==> src/rtl/pong_pkg.sv <==
// Shared Pong definitions: FSM state encoding and default screen/paddle geometry.
// Optional feature macro: BALL_SPEEDUP_EN (paddle hits raise horizontal speed).
package pong_pkg;

    localparam logic [1:0] StIdle      = 2'd0;
    localparam logic [1:0] StServeWait = 2'd1;
    localparam logic [1:0] StPlay      = 2'd2;
    localparam logic [1:0] StHold      = 2'd3;

    localparam int DEF_CW           = 10;
    localparam int DEF_H_ACTIVE     = 640;
    localparam int DEF_V_ACTIVE     = 480;
    localparam int DEF_BALL_HALF    = 2;
    localparam int DEF_SPEED        = 2;
    localparam int DEF_MAX_SPEED    = 6;
    localparam int DEF_PAD_L_X      = 20;
    localparam int DEF_PAD_R_X      = 612;
    localparam int DEF_PAD_W        = 8;
    localparam int DEF_PAD_H        = 48;
    localparam int DEF_SERVE_FRAMES = 60;
    localparam int DEF_HOLD_FRAMES  = 90;

`ifdef BALL_SPEEDUP_EN
    localparam bit SPEEDUP_EN = 1'b1;
`else
    localparam bit SPEEDUP_EN = 1'b0;
`endif

endpackage

==> src/rtl/ball_collide.sv <==
// Combinational ball step: applies velocity, resolves wall/paddle bounces and flags goals.
// Horizontal speed ceiling depends on BALL_SPEEDUP_EN (via pong_pkg::SPEEDUP_EN).
module ball_collide
    import pong_pkg::*;
#(
    parameter int CW        = DEF_CW,
    parameter int H_ACTIVE  = DEF_H_ACTIVE,
    parameter int V_ACTIVE  = DEF_V_ACTIVE,
    parameter int BALL_HALF = DEF_BALL_HALF,
    parameter int SPEED     = DEF_SPEED,
    parameter int MAX_SPEED = DEF_MAX_SPEED,
    parameter int PAD_L_X   = DEF_PAD_L_X,
    parameter int PAD_R_X   = DEF_PAD_R_X,
    parameter int PAD_W     = DEF_PAD_W,
    parameter int PAD_H     = DEF_PAD_H
) (
    input  logic [CW-1:0]        x,
    input  logic [CW-1:0]        y,
    input  logic signed [CW+1:0] vx,
    input  logic signed [CW+1:0] vy,
    input  logic [CW-1:0]        paddle_l_y,
    input  logic [CW-1:0]        paddle_r_y,
    output logic [CW-1:0]        next_x,
    output logic [CW-1:0]        next_y,
    output logic signed [CW+1:0] next_vx,
    output logic signed [CW+1:0] next_vy,
    output logic                 goal_l,
    output logic                 goal_r
);
    typedef logic signed [CW+1:0] sval_t;

    // Without speed-up the ceiling equals the serve speed, so |vx| never grows.
    localparam int VX_CEIL = SPEEDUP_EN ? MAX_SPEED : SPEED;

    localparam sval_t BH       = sval_t'(BALL_HALF);
    localparam sval_t L_FACE   = sval_t'(PAD_L_X + PAD_W);
    localparam sval_t R_FACE   = sval_t'(PAD_R_X - 1);
    localparam sval_t Y_MAX_S  = sval_t'(V_ACTIVE - 1 - BALL_HALF);
    localparam sval_t X_GOAL   = sval_t'(H_ACTIVE - 1);
    localparam sval_t PAD_SPAN = sval_t'(PAD_H - 1);
    localparam sval_t CEIL     = sval_t'(VX_CEIL);
    localparam sval_t ZERO     = sval_t'(0);

    localparam logic [CW-1:0] X_L_HIT = CW'(PAD_L_X + PAD_W + BALL_HALF);
    localparam logic [CW-1:0] X_R_HIT = CW'(PAD_R_X - 1 - BALL_HALF);
    localparam logic [CW-1:0] Y_TOP   = CW'(BALL_HALF);
    localparam logic [CW-1:0] Y_BOT   = CW'(V_ACTIVE - 1 - BALL_HALF);

    sval_t sx, sy, nx, ny, pl, pr, ax, ay, ax_hit;
    logic  hit_l, hit_r;

    assign sx = sval_t'({2'b00, x});
    assign sy = sval_t'({2'b00, y});
    assign pl = sval_t'({2'b00, paddle_l_y});
    assign pr = sval_t'({2'b00, paddle_r_y});
    assign nx = sx + vx;
    assign ny = sy + vy;
    assign ax = vx[CW+1] ? -vx : vx;
    assign ay = vy[CW+1] ? -vy : vy;
    assign ax_hit = (ax < CEIL) ? ax + sval_t'(1) : ax;

    // A paddle only reflects a ball crossing its inner face this frame.
    assign hit_l = (vx < ZERO) && (sx - BH >= L_FACE) && (nx - BH < L_FACE) &&
                   (ny + BH >= pl) && (ny - BH <= pl + PAD_SPAN);
    assign hit_r = (vx > ZERO) && (sx + BH <= R_FACE) && (nx + BH > R_FACE) &&
                   (ny + BH >= pr) && (ny - BH <= pr + PAD_SPAN);

    always_comb begin
        next_x  = x;
        next_y  = y;
        next_vx = vx;
        next_vy = vy;
        goal_l  = 1'b0;
        goal_r  = 1'b0;

        if (ny < BH) begin
            next_y  = Y_TOP;
            next_vy = ay;
        end else if (ny > Y_MAX_S) begin
            next_y  = Y_BOT;
            next_vy = -ay;
        end else begin
            next_y = ny[CW-1:0];
        end

        if (hit_l) begin
            next_x  = X_L_HIT;
            next_vx = ax_hit;
        end else if (hit_r) begin
            next_x  = X_R_HIT;
            next_vx = -ax_hit;
        end else if (nx - BH <= ZERO) begin
            goal_r = 1'b1;
        end else if (nx + BH >= X_GOAL) begin
            goal_l = 1'b1;
        end else begin
            next_x = nx[CW-1:0];
        end
    end

endmodule

==> src/rtl/ball_engine.sv <==
// Pong ball controller: frame tick, serve/play/score FSM, ball motion and ball pixel output.
// Optional feature macro: BALL_SPEEDUP_EN (handled inside ball_collide).
module ball_engine
    import pong_pkg::*;
#(
    parameter int CW           = DEF_CW,
    parameter int H_ACTIVE     = DEF_H_ACTIVE,
    parameter int V_ACTIVE     = DEF_V_ACTIVE,
    parameter int BALL_HALF    = DEF_BALL_HALF,
    parameter int SPEED        = DEF_SPEED,
    parameter int MAX_SPEED    = DEF_MAX_SPEED,
    parameter int PAD_L_X      = DEF_PAD_L_X,
    parameter int PAD_R_X      = DEF_PAD_R_X,
    parameter int PAD_W        = DEF_PAD_W,
    parameter int PAD_H        = DEF_PAD_H,
    parameter int SERVE_FRAMES = DEF_SERVE_FRAMES,
    parameter int HOLD_FRAMES  = DEF_HOLD_FRAMES
) (
    input  logic          clk,
    input  logic          reset,
    input  logic [CW-1:0] hcount,
    input  logic [CW-1:0] vcount,
    input  logic          vsync,
    input  logic [CW-1:0] paddle_l_y,
    input  logic [CW-1:0] paddle_r_y,
    input  logic          serve,
    output logic          r,
    output logic          g,
    output logic          b,
    output logic [CW-1:0] ball_x,
    output logic [CW-1:0] ball_y,
    output logic          score_l,
    output logic          score_r,
    output logic          busy
);
    localparam int CNT_MAX = (SERVE_FRAMES > HOLD_FRAMES) ? SERVE_FRAMES : HOLD_FRAMES;
    localparam int CNT_W   = $clog2(CNT_MAX + 1);

    localparam logic [CNT_W-1:0]    SERVE_LAST = CNT_W'(SERVE_FRAMES - 1);
    localparam logic [CNT_W-1:0]    HOLD_LAST  = CNT_W'(HOLD_FRAMES - 1);
    localparam logic [CW-1:0]       X_CTR      = CW'(H_ACTIVE / 2);
    localparam logic [CW-1:0]       Y_CTR      = CW'(V_ACTIVE / 2);
    localparam logic signed [CW+1:0] SPD       = (CW+2)'(SPEED);
    localparam logic signed [CW:0]  PIX_H      = (CW+1)'(BALL_HALF);

    logic                 vsync_d, tick;
    logic [1:0]           state;
    logic [CNT_W-1:0]     frame_cnt;
    logic signed [CW+1:0] vx, vy;

    logic [CW-1:0]        nxt_x, nxt_y;
    logic signed [CW+1:0] nxt_vx, nxt_vy;
    logic                 goal_l, goal_r;

    logic signed [CW:0]   dx, dy;
    logic                 in_ball;

    assign tick = vsync_d & ~vsync;
    assign busy = (state != StIdle);

    assign dx      = $signed({1'b0, hcount}) - $signed({1'b0, ball_x});
    assign dy      = $signed({1'b0, vcount}) - $signed({1'b0, ball_y});
    assign in_ball = (dx >= -PIX_H) && (dx <= PIX_H) && (dy >= -PIX_H) && (dy <= PIX_H);

    ball_collide #(
        .CW        (CW),
        .H_ACTIVE  (H_ACTIVE),
        .V_ACTIVE  (V_ACTIVE),
        .BALL_HALF (BALL_HALF),
        .SPEED     (SPEED),
        .MAX_SPEED (MAX_SPEED),
        .PAD_L_X   (PAD_L_X),
        .PAD_R_X   (PAD_R_X),
        .PAD_W     (PAD_W),
        .PAD_H     (PAD_H)
    ) u_collide (
        .x          (ball_x),
        .y          (ball_y),
        .vx         (vx),
        .vy         (vy),
        .paddle_l_y (paddle_l_y),
        .paddle_r_y (paddle_r_y),
        .next_x     (nxt_x),
        .next_y     (nxt_y),
        .next_vx    (nxt_vx),
        .next_vy    (nxt_vy),
        .goal_l     (goal_l),
        .goal_r     (goal_r)
    );

    always_ff @(posedge clk) begin
        if (reset) begin
            vsync_d   <= 1'b0;
            state     <= StIdle;
            frame_cnt <= '0;
            ball_x    <= X_CTR;
            ball_y    <= Y_CTR;
            vx        <= SPD;
            vy        <= SPD;
            score_l   <= 1'b0;
            score_r   <= 1'b0;
            r         <= 1'b0;
            g         <= 1'b0;
            b         <= 1'b0;
        end else begin
            vsync_d <= vsync;
            score_l <= 1'b0;
            score_r <= 1'b0;
            r       <= in_ball;
            g       <= in_ball;
            b       <= in_ball;
            if (tick) begin
                case (state)
                    StIdle: begin
                        if (serve) begin
                            state     <= StServeWait;
                            frame_cnt <= '0;
                            vx        <= vx[CW+1] ? -SPD : SPD;
                        end
                    end
                    StServeWait: begin
                        if (frame_cnt == SERVE_LAST) begin
                            state     <= StPlay;
                            frame_cnt <= '0;
                        end else begin
                            frame_cnt <= frame_cnt + 1'b1;
                        end
                    end
                    StPlay: begin
                        // On a goal the ball freezes where it was; the loser receives the serve.
                        if (goal_l || goal_r) begin
                            state     <= StHold;
                            frame_cnt <= '0;
                            score_l   <= goal_l;
                            score_r   <= goal_r;
                            vx        <= goal_l ? -SPD : SPD;
                            vy        <= SPD;
                        end else begin
                            ball_x <= nxt_x;
                            ball_y <= nxt_y;
                            vx     <= nxt_vx;
                            vy     <= nxt_vy;
                        end
                    end
                    StHold: begin
                        if (frame_cnt == HOLD_LAST) begin
                            state     <= StIdle;
                            frame_cnt <= '0;
                            ball_x    <= X_CTR;
                            ball_y    <= Y_CTR;
                        end else begin
                            frame_cnt <= frame_cnt + 1'b1;
                        end
                    end
                    default: state <= StIdle;
                endcase
            end
        end
    end

endmodule

==> config.mk <==
export PLATFORM = sky130hd
export DESIGN_NAME = ball_engine
export DESIGN_NICKNAME = d
export VERILOG_FILES = /design/src/rtl/pong_pkg.sv /design/src/rtl/ball_collide.sv /design/src/rtl/ball_engine.sv
export SDC_FILE = /design/constraint.sdc
export NUM_CORES = 1
export LEC_CHECK = 0
export BUFFER_PORTS_ARGS = -buffer_cell sky130_fd_sc_hd__buf_2
export CAP_MARGIN = 20
export CORE_MARGIN = 3
export CORE_UTILIZATION = 40
export CTS_CLUSTER_SIZE = 30
export DETAILED_ROUTE_END_ITERATION = 16
export PLACE_DENSITY = 0.58
export SKIP_CTS_REPAIR_TIMING = 1
export SYNTH_ARGS = -nofsm -noshare
export SYNTH_HDL_FRONTEND = slang
export SYNTH_SLANG_ARGS = --single-unit
==> constraint.sdc <==
create_clock -name clk -period 4.9 [get_ports clk]
set_input_delay 0.49 -clock clk [delete_from_list [all_inputs] [get_ports clk]]
set_output_delay 0.49 -clock clk [all_outputs]
set_load 0.01 [all_outputs]
---- Word level (Yosys, flattened, before mapping) ----
Index checks and enable logic that the tools add are counted.
word-level totals
  register bits after elaboration ......... 57
  input bits .............................. 44
  output and inout bits ................... 26
cells by class
  $add $sub $neg .......................... 18
  $lt $le $gt $ge ......................... 19
  equality and inequality tests ........... 13
  mux-type cells .......................... 42
  bitwise operators ....................... 5
  reductions and logical operators ........ 24
operator list
  operator               number
  $mux 12                12
  $mux 10                10
  $neg 12->12            4
  $pmux 10 s2            2
  $mux 7                 4
  $pmux 7 s4             1
  $add 11x12->12         2
  $add 12x3->12 const B  2
  $ge 12x11->1           2
  $le 12x12->1           2
  $lt 12x3->1 const B    2
  $pmux 12 s2            1
  $sub 12x3->12 const B  2
  $add 10x6->11 const B  2
  $ge 11x2->1 const B    2
  $le 11x3->1 const B    2
  $sub 10x10->11         2
  $add 12x2->12 const B  1
  $ge 12x11->1 const B   1
  $ge 12x6->1 const B    1
  $gt 12x1->1 const B    1
  $gt 12x10->1 const B   1
  $gt 12x11->1 const B   1
  $le 12x1->1 const B    1
  other kinds (27)       60

---- Longest topological paths before layout ----
Gate-level depths: netlist of run 1.
  depth in word-level cells ............... 11
  gate-level depth with buffers ........... 22
  depth with buffers taken out ............ 19

---- Cells and area by module ----
Synthesis of run 1 repeated with hierarchy kept, for this count alone.
second synthesis, totals
  cell total of the unflattened synthesis .. 1186
  area total of the unflattened synthesis .. 8545.7 µm²
modules (own cells, without submodules)
  module        instances  cells each  area each (µm²)
  ball_collide  1          795         5310.1
  ball_engine   1          391         3235.6

---- Least setup slack after synthesis of run 1 ----
No wires, ideal clock.
  path type ............................... reg-to-reg
  start point ............................. reg ball_y[2]
  end point ............................... reg ball_y[1]
  setup time .............................. 0.117 ns
  arrival time ............................ 4.596 ns
  data required time ...................... 4.783 ns
  setup slack ............................. 0.187 ns
  stages on the path, launching flop included .. 20
  buffers on the path ..................... 1
  clock period less this slack ............ 4.713 ns
  path through ............................ dfxtp_1 ha_1 a21oi_1 xnor2_1 or3_1 nor3_1 nand3b_1 nor3_1 xnor2_1 ha_1 nand3_1 a21oi_1 a221oi_1 nor4_1 or4_1 buf_2 o21a_4 a31oi_4 nor2_2 a22o_1
between the ends
  cells in the longest elaborated chain, start to end .. 10
  elaborated cells on any way between the ends .. 24
  classes of those cells .................. add/sub (3); order compare (6); eq/ne (1); mux (8); reduce/logical (6)
ends and longest elaborated chain
  element                     line                                    source
  start: declaration          ball_engine.sv:31                       output logic [CW-1:0] ball_y,
  start signal: assignment    ball_engine.sv:140                      ball_y <= nxt_y;
  $add 11x12->12 (*)          ball_collide.sv:57                      assign ny = sy + vy;
  $add 12x3->12               ball_collide.sv:64, ball_collide.sv:66
  $ge 12x11->1                ball_collide.sv:66                      (ny + BH >= pr) && (ny - BH <= pr + PAD_SPAN);
  $logic_and 1x1->1           ball_collide.sv:65                      assign hit_r = (vx > ZERO) && (sx + BH <= R_FACE) && (nx + BH > R_FACE) &&
  $logic_and 1x1->1           ball_collide.sv:66
  $mux 1                      ball_collide.sv:89                      end else if (hit_r) begin
  $mux 1                      ball_collide.sv:86                      if (hit_l) begin
  $logic_or 1x1->1            ball_engine.sv:131                      if (goal_l || goal_r) begin
  $ne 2x2->1 (no line)        n/a
  $reduce_and 4->1 (no line)  n/a
Every way passes the cells marked *; elsewhere a longest branch is shown, timed or not. The select of a mux whose other input is x is not followed.
A chain may end at the register's enable or synchronous reset.

---- Final worst setup path of run 1 ----
  start point ............................. reg ball_y[2]
  end point ............................... reg vx[0]
between the ends
  cells in the longest elaborated chain, start to end .. 10
  elaborated cells on any way between the ends .. 21
  classes of those cells .................. add/sub (3); order compare (4); eq/ne (1); mux (7); reduce/logical (6)
ends and longest elaborated chain
  element                                                    line                                    source
  $add 11x12->12 (*)                                         ball_collide.sv:57
  $add 12x3->12                                              ball_collide.sv:64, ball_collide.sv:66
  $ge 12x11->1                                               ball_collide.sv:66
  $logic_and 1x1->1                                          ball_collide.sv:65
  $logic_and 1x1->1                                          ball_collide.sv:66
  $mux 1                                                     ball_collide.sv:89
  $mux 1                                                     ball_collide.sv:86
  $logic_or 1x1->1                                           ball_engine.sv:131
  $ne 4x2->1 (no line) or $mux 12 (tied branches)            n/a
  $reduce_and 4->1 (no line) or $pmux 12 s2 (tied branches)  n/a
  end signal: assignment                                     ball_engine.sv:118                      vx <= vx[CW+1] ? -SPD : SPD;
  end signal: assignment                                     ball_engine.sv:136                      vx <= goal_l ? -SPD : SPD;
  end signal: assignment                                     ball_engine.sv:141                      vx <= nxt_vx;
  end: declaration                                           ball_engine.sv:49                       logic signed [CW+1:0] vx, vy;
Every way passes the cells marked *; elsewhere a longest branch is shown, timed or not.

==> results of run 1 <==
-- flip-flops by register name, indices dropped and copies added, names as in the netlist --
register / flops
score_r: 1
score_l: 1
vsync_d: 1
b: 1
ball_x: 10
ball_y: 10
vy: 11
vx: 12
state: 2
frame_cnt: 7
-- Yosys cell counts, types with 5 or more instances --
library cell / count
o21a_1: 16
nor2_1: 69
and3_1: 12
o21ai_0: 61
a21boi_0: 5
a21oi_1: 74
buf_4: 5
a21o_1: 17
a211oi_1: 7
or2_2: 8
o22ai_1: 8
o211ai_1: 15
ha_1: 104
nand3_1: 41
o41ai_1: 7
xor2_1: 36
xnor2_1: 73
inv_1: 82
nor3b_1: 6
nand2b_1: 16
mux2i_1: 5
a31oi_1: 16
or4_1: 11
a221oi_1: 6
nor3_1: 44
o31ai_1: 16
nor2b_1: 14
o21bai_1: 6
buf_2: 8
nor4_1: 6
a22oi_1: 5
clkbuf_1: 23
nand4_1: 14
or3_1: 9
nand2_1: 70
dfxtp_1: 56
nand3b_1: 6
-- where the power goes --
part	leakage [uW]	switching (uW)	internal, uW
Sequential	0.000452	5.22	458
Clock	0.0000899	178	291
Combinational	0.00356	144	112
-- worst min-delay path by stage --
stage,end,slack [ps],cells after the start
2_1_floorplan,frame_cnt[3],480,1
3_3_place_gp,frame_cnt[6],510,2
3_5_place_dp,frame_cnt[6],510,2
4_1_cts,vsync_d,410,2
5_1_grt,vsync_d,460,2
6_report,vsync_d,420,2
-- layer usage --
metal / global-route usage / part of all wire / up-vias
li1: - / - / 4099
met1: 0.312 / 0.49 / 3692
met2: 0.337 / 0.44 / 182
met3: 0.0307 / 0.050 / 20
met4: 0.0433 / 0.015 / 0
met5: 0 / 0 / -
-- stage by stage --
stage               worst slack (ps)   util  TNS, ps
finish                           200  0.493        0
global route                   -5.06  0.493    -5.36
CTS                            -82.6  0.476    -1050
detailed placement             -47.9  0.466     -360
global placement                43.5  0.466        0
floorplan                        187      -        0
-- kinds of logic after synthesis --
| kind of cell | synth area share |
|---|---|
| flip-flops | 0.142 |
| AND/OR/NAND/NOR | 0.232 |
| buffers and inverters | 0.0636 |
| adder cells (fa/ha/maj) | 0.173 |
| XOR/XNOR | 0.121 |
| multiplexers | 0.00635 |
| AO/OA/AOI/OAI | 0.262 |
-- cell type report --
cell class                      count  area share
Clock inverter                      2     0.00640
Multi-Input combinational cell    878       0.688
Tap cell                          260      0.0347
Timing Repair Buffer              151       0.104
Clock buffer                        5      0.0133
Sequential cell                    56       0.119
Inverter                           83      0.0332
==> run_results.csv, run 1 <==
group,metric,value,unit
finish,final_layout_size_suffix_gt1_frac,0.184,
sta,maxSlewViolCount,0,
pwr,irDropWorstVdd,0.128,mV
synth,yosysTopAreaCellShare,0.165,
place,hpwl,19300,um
synth,synthesis.area,7890,um2
clock_tree,numCtsBuffers,5,
sta,hold_violations,0,
drt,antenna_left,0,
finish,fin_cells,1435,
clock_tree,tritoncts,"yes",
finish,layout_common_cells,"ha_1, inv_1, buf_4, nand2_1, a21oi_1",
pwr,power_density,127,nW/um2
sta,slew_headroom,0.472,
sta,worst_pin_slew,781,ps
sta,fin_crit,4700,ps
synth,syn_area_per_cell,7.47,um2
worst_setup_path,timing.rr.start,"ball_y[2]",
synth,yosys_warnings,0,
drt,wl,23800,um
drt,wl_per_cell,16.6,um
synth,yosysSeqAreaShare,0.142,
place,dp_cells,1413,
floorplanning,ios,70,
synth,synthTopCellsByArea,"ha_1, dfxtp_1, xnor2_1, a21oi_1, xor2_1",
floorplanning,die_w,146,um
floorplanning,start_util,0.415,
synth,synth-main-ff-cell,"dfxtp_1",
clock_tree,clk_pin_slew,80,ps
worst_setup_path,crit_end,"vx[0]",
clock_tree,h-tree-depth,2,
drt,drc_errors,0,
drt,first_pass_iters,5,
sta,holdWs,420,ps
worst_setup_path,crit_chain,"ha_1 > buf_4 > a21o_1 > a221oi_2 > xnor2_2 > nor3_2 > xnor2_2 > ha_1 > a211o_1 > a21oi_1 > o21ai_0 > a221oi_1 > nor4_2 > or4_4 > o21a_4 > a21oi_4 > buf_8 > buf_4 > nand3_1 > a31oi_1",
clock_tree,clkLatencyLatePin,310,ps
finish,fillers,1949,
pwr,power.total,1190,uW
worst_setup_path,worst-setup-path-type,"flip-flop to flip-flop",
finish,final_net_count,1326,
sta,fin_skew,9.64,ps
synth,synth.distinct_cells,88,
finish,final_common_cell,"ha_1",
finish,syn_to_final_growth,19.0,%
place,gp_congestion,0.889,
status,outcome,"complete, no violations",
drt,vias,7993,
finish,n_antenna_cell,0,
synth,synth_cells,1056,
global_routing,grt_pass1_wl,37900,um
finish,seq_area,1120,um2
worst_hold_path,hold_path.class,"input port to flip-flop",
worst_setup_path,r2r_cells,20,
worst_setup_path,worstSetupEndpointType,"flip-flop",
sta,min_period_over_period,0.959,
synth,synth.ff_latch_count,56,
drt,drt_iter0_drc,401,
floorplanning,rows,50,
floorplanning,coreArea,19000,um2
sta,setup_violations,0,
synth,synth_nets,1207,
global_routing,antenna_found_initial,0,
worst_setup_path,max_stage_delay,530,ps
worst_setup_path,cp.depth,20,
finish,multiInputGateArea,6460,um2
place,port_buffers,69,
worst_setup_path,cp_max_fo,8,
worst_setup_path,crit_arrival,4940,ps
floorplanning,die_area,21400,um2
run,cap_violations,0,
place,place_area,8870,um2
sta,max_freq,213,MHz
worst_setup_path,crit_family,"compound AO/OA/AOI/OAI gates",
synth,synth-edff-count,0,
worst_hold_path,min_from,"vsync",
drt,via_per_inst,5.57,
worst_setup_path,r2r-end,"vx[0]",
synth,yosys.area.top_type,"ha_1",
global_routing,track_usage,0.214,
clock_tree,cts-root-buf,"clkbuf_16",
clock_tree,clock_path_buffers,2,
worst_setup_path,startpoint,"ball_y[2]",
worst_setup_path,critPathBufInv,3,
synth,async_reset_ff_frac,0,
pwr,power_leakage,0.00411,uW
finish,stdcell_area,9380,um2
worst_setup_path,regToRegSetupSlack,200,ps
global_routing,grt_pass1_vias,7410,
clock_tree,clock_sinks,56,
floorplanning,die_y,146,um
worst_setup_path,timing.critical_path.required,5140,ps
worst_setup_path,start_kind,"flip-flop",
global_routing,grt_max_degree,30,
global_routing,grt-ovfl-total,0,
worst_setup_path,cp_slowest_cell,"or4_4",
No activity file was read; power rests on OpenSTA's default activity.
==> run 2, diff against run 1 <==
--- a/config.mk
+++ b/config.mk
@@ -8,11 +8,12 @@
 export BUFFER_PORTS_ARGS = -buffer_cell sky130_fd_sc_hd__buf_2
 export CAP_MARGIN = 20
 export CORE_MARGIN = 3
-export CORE_UTILIZATION = 40
+export CORE_UTILIZATION = 30
 export CTS_CLUSTER_SIZE = 30
 export DETAILED_ROUTE_END_ITERATION = 16
-export PLACE_DENSITY = 0.58
+export PLACE_DENSITY = 0.46
 export SKIP_CTS_REPAIR_TIMING = 1
 export SYNTH_ARGS = -nofsm -noshare
 export SYNTH_HDL_FRONTEND = slang
+export SYNTH_HIERARCHICAL = 1
 export SYNTH_SLANG_ARGS = --single-unit
==> run 2 against run 1 <==
Effect of this change: the flow now finishes with violations (setup timing); register-to-register slack got worse by 740 ps; non-clock buffer count up 115; critical path depth increased by 3; sequential power about the same; sequential share of layout area down 2.1 points; critical endpoint is now frame_cnt[1].
==> run_results.csv, run 2 <==
group,metric,value,unit
synth,yosys_warnings,6,
synth,synth.distinct_cells,83,
floorplanning,coreArea,27900,um2
sta,fin_ws,-544,ps
clock_tree,numCtsBuffers,9,
pwr,irDropWorstVdd,0.136,mV
clock_tree,clock_path_buffers,2,
synth,synth_nets,1335,
worst_setup_path,critPathMostFrequentCell,"nor4_4",
clock_tree,clkLatencyLatePin,330,ps
sta,slew_headroom,0.311,
drt,vias,9406,
finish,final_net_count,1560,
global_routing,antenna_found_initial,0,
pwr,power_switching,355,uW
pwr,power_density,113,nW/um2
clock_tree,h-tree-depth,3,
sta,maxSlewViolCount,0,
sta,max_freq,184,MHz
worst_setup_path,start_kind,"flip-flop",
worst_setup_path,crit_family,"simple AND/OR/NAND/NOR gates",
status,outcome,"complete, but fails checks",
global_routing,grt_max_degree,55,
worst_setup_path,crit_chain,"ha_4 > inv_2 > fa_2 > nand2b_4 > a21oi_2 > xnor2_2 > or4_4 > nor4_4 > xor2_2 > ha_4 > and3_4 > a2111oi_4 > a211oi_2 > nor3_2 > nor4_4 > or2_4 > nor4_4 > nor3_4 > buf_6 > or3_4 > nor4_4 > a21oi_2 > nor2_1",
synth,async_reset_ff_frac,0,
synth,yosysSeqAreaShare,0.134,
finish,n_antenna_cell,0,
sta,worst_pin_slew,1030,ps
drt,antenna_left,0,
floorplanning,die_area,30500,um2
synth,yosys-top-cells-count,"nor2_1, ha_1, a21oi_1, inv_1, nand2_1",
finish,fin_cells,1794,
place,hpwl,23100,um
place,dp_cells,1761,
synth,yosys.area.top_type,"ha_1",
place,gp_congestion,0.859,
worst_setup_path,critPathBufInv,2,
sta,min_period_over_period,1.11,
synth,synth.ff_latch_count,57,
finish,syn_to_final_growth,36.1,%
pwr,internal_power,956,uW
synth,synth-main-ff-cell,"dfxtp_1",
pwr,power_leakage,0.00481,uW
synth,synthTopCellsByArea,"ha_1, dfxtp_1, xnor2_1, nor2_1, a21oi_1",
status,violations,"setup timing",
drt,via_per_inst,5.24,
floorplanning,start_util,0.306,
finish,layout_common_cells,"buf_4, nor2_1, ha_1, inv_1, a21oi_1",
worst_setup_path,timing.critical_path.required,5160,ps
synth,synthesis.area,8550,um2
floorplanning,ios,70,
synth,yosysMostFrequentCell,"nor2_1",
pwr,combPwrFrac,0.167,
drt,first_pass_iters,5,
drt,drc_errors,0,
pwr,seq_power_share,0.354,
drt,wl_per_cell,16.2,um
worst_setup_path,crit_arrival,5710,ps
worst_setup_path,cp_slowest_cell,"or4_4",
pwr,swShare,0.271,
worst_hold_path,hold_path.class,"input port to flip-flop",
synth,yosysTopAreaCellShare,0.148,
global_routing,grt_pass1_wl,45500,um
finish,final_common_cell,"buf_4",
worst_setup_path,worstSetupEndpointType,"flip-flop",
worst_setup_path,cp_max_fo,6,
finish,final_layout_size_suffix_gt1_frac,0.293,
synth,synth-edff-count,0,
worst_setup_path,worst-setup-path-type,"flip-flop to flip-flop",
sta,holdWs,423,ps
floorplanning,die_y,175,um
clock_tree,tritoncts,"yes",
drt,drt_iter0_drc,443,
drt,wl,29000,um
pwr,clockPowerShare,0.479,
finish,top_regs,"vx: 12 flops, vy: 12 flops",
floorplanning,rows,61,
sta,setup_violations,54,
place,port_buffers,69,
synth,syn_area_per_cell,7.21,um2
global_routing,track_usage,0.180,
worst_setup_path,max_stage_delay,550,ps
global_routing,grt-ovfl-total,0,
floorplanning,die_w,175,um
sta,fin_skew,5.98,ps
run,cap_violations,0,
synth,synth_cells,1186,
global_routing,grt_pass1_vias,8869,
clock_tree,clk_pin_slew,60,ps
clock_tree,cts-root-buf,"clkbuf_16",
sta,rsz0062_at_grt,"yes",
sta,fin_crit,5440,ps
sta,hold_violations,0,
finish,fillers,2974,
clock_tree,clock_sinks,57,
run 2: kinds of logic after synthesis:
group	after synthesis	share of synthesized area
buffers and inverters	134	0.0635
multiplexers	21	0.0252
XOR/XNOR	95	0.0982
flip-flops	57	0.134
AND/OR/NAND/NOR	451	0.272
adder cells (fa/ha/maj)	106	0.158
other	1	0.000439
AO/OA/AOI/OAI	321	0.248
run 2: power by group through the flow:
stage | Clock [uW] | Combinational [uW] | Sequential [uW]
3_5_place_dp | 0 | 204 | 474
2_1_floorplan | 0 | 138 | 474
6_report | 629 | 219 | 464
3_3_place_gp | 0 | 204 | 474
5_1_grt | 669 | 247 | 464
4_1_cts | 645 | 205 | 464
run 2: area by class of cell:
cell class              instances  area (um2)  share of cell area
inverters                      81         304              0.0261
well taps                     378         473              0.0407
repair buffers                266        1900               0.163
flip-flops and latches         57        1150              0.0989
multi-input cells             996        7510               0.645
clock buffers                   9         225              0.0194
clock inverters                 7        71.3             0.00613
run 2: metrics by stage:
| stage | total power [uW] | TNS, ps | utilization | setup WS, ps | instance area (um2) |
|---|---|---|---|---|---|
| global placement | 678 | -26640 | 0.381 | -711 | 10600 |
| global route | 1380 | -37480 | 0.416 | -834 | 11600 |
| detailed placement | 679 | -28920 | 0.381 | -744 | 10600 |
| finish | 1310 | -20080 | 0.416 | -544 | 11600 |
| CTS | 1310 | -31510 | 0.391 | -788 | 10900 |
| floorplan | 612 | -7370 | - | -390 | 8690 |
run 2: path summary, 6_finish.rpt:
check | start | endpoint | slack (ps) | cells after the start
worst max register to register | ball_y[0] | frame_cnt[1] | -540 | 23
worst min register to register | frame_cnt[6] | frame_cnt[6] | 520 | 2
worst max-delay path | ball_y[0] | frame_cnt[1] | -540 | 23
worst min-delay path | vsync | vsync_d | 420 | 2
run 2: per-layer routing:
metal	vias to the layer above	global-route usage	wire [um]
li1	4820	-	-
met1	4424	0.243	14000
met2	141	0.310	13900
met3	21	0.0211	828
met4	0	0.0352	357
met5	-	0	0
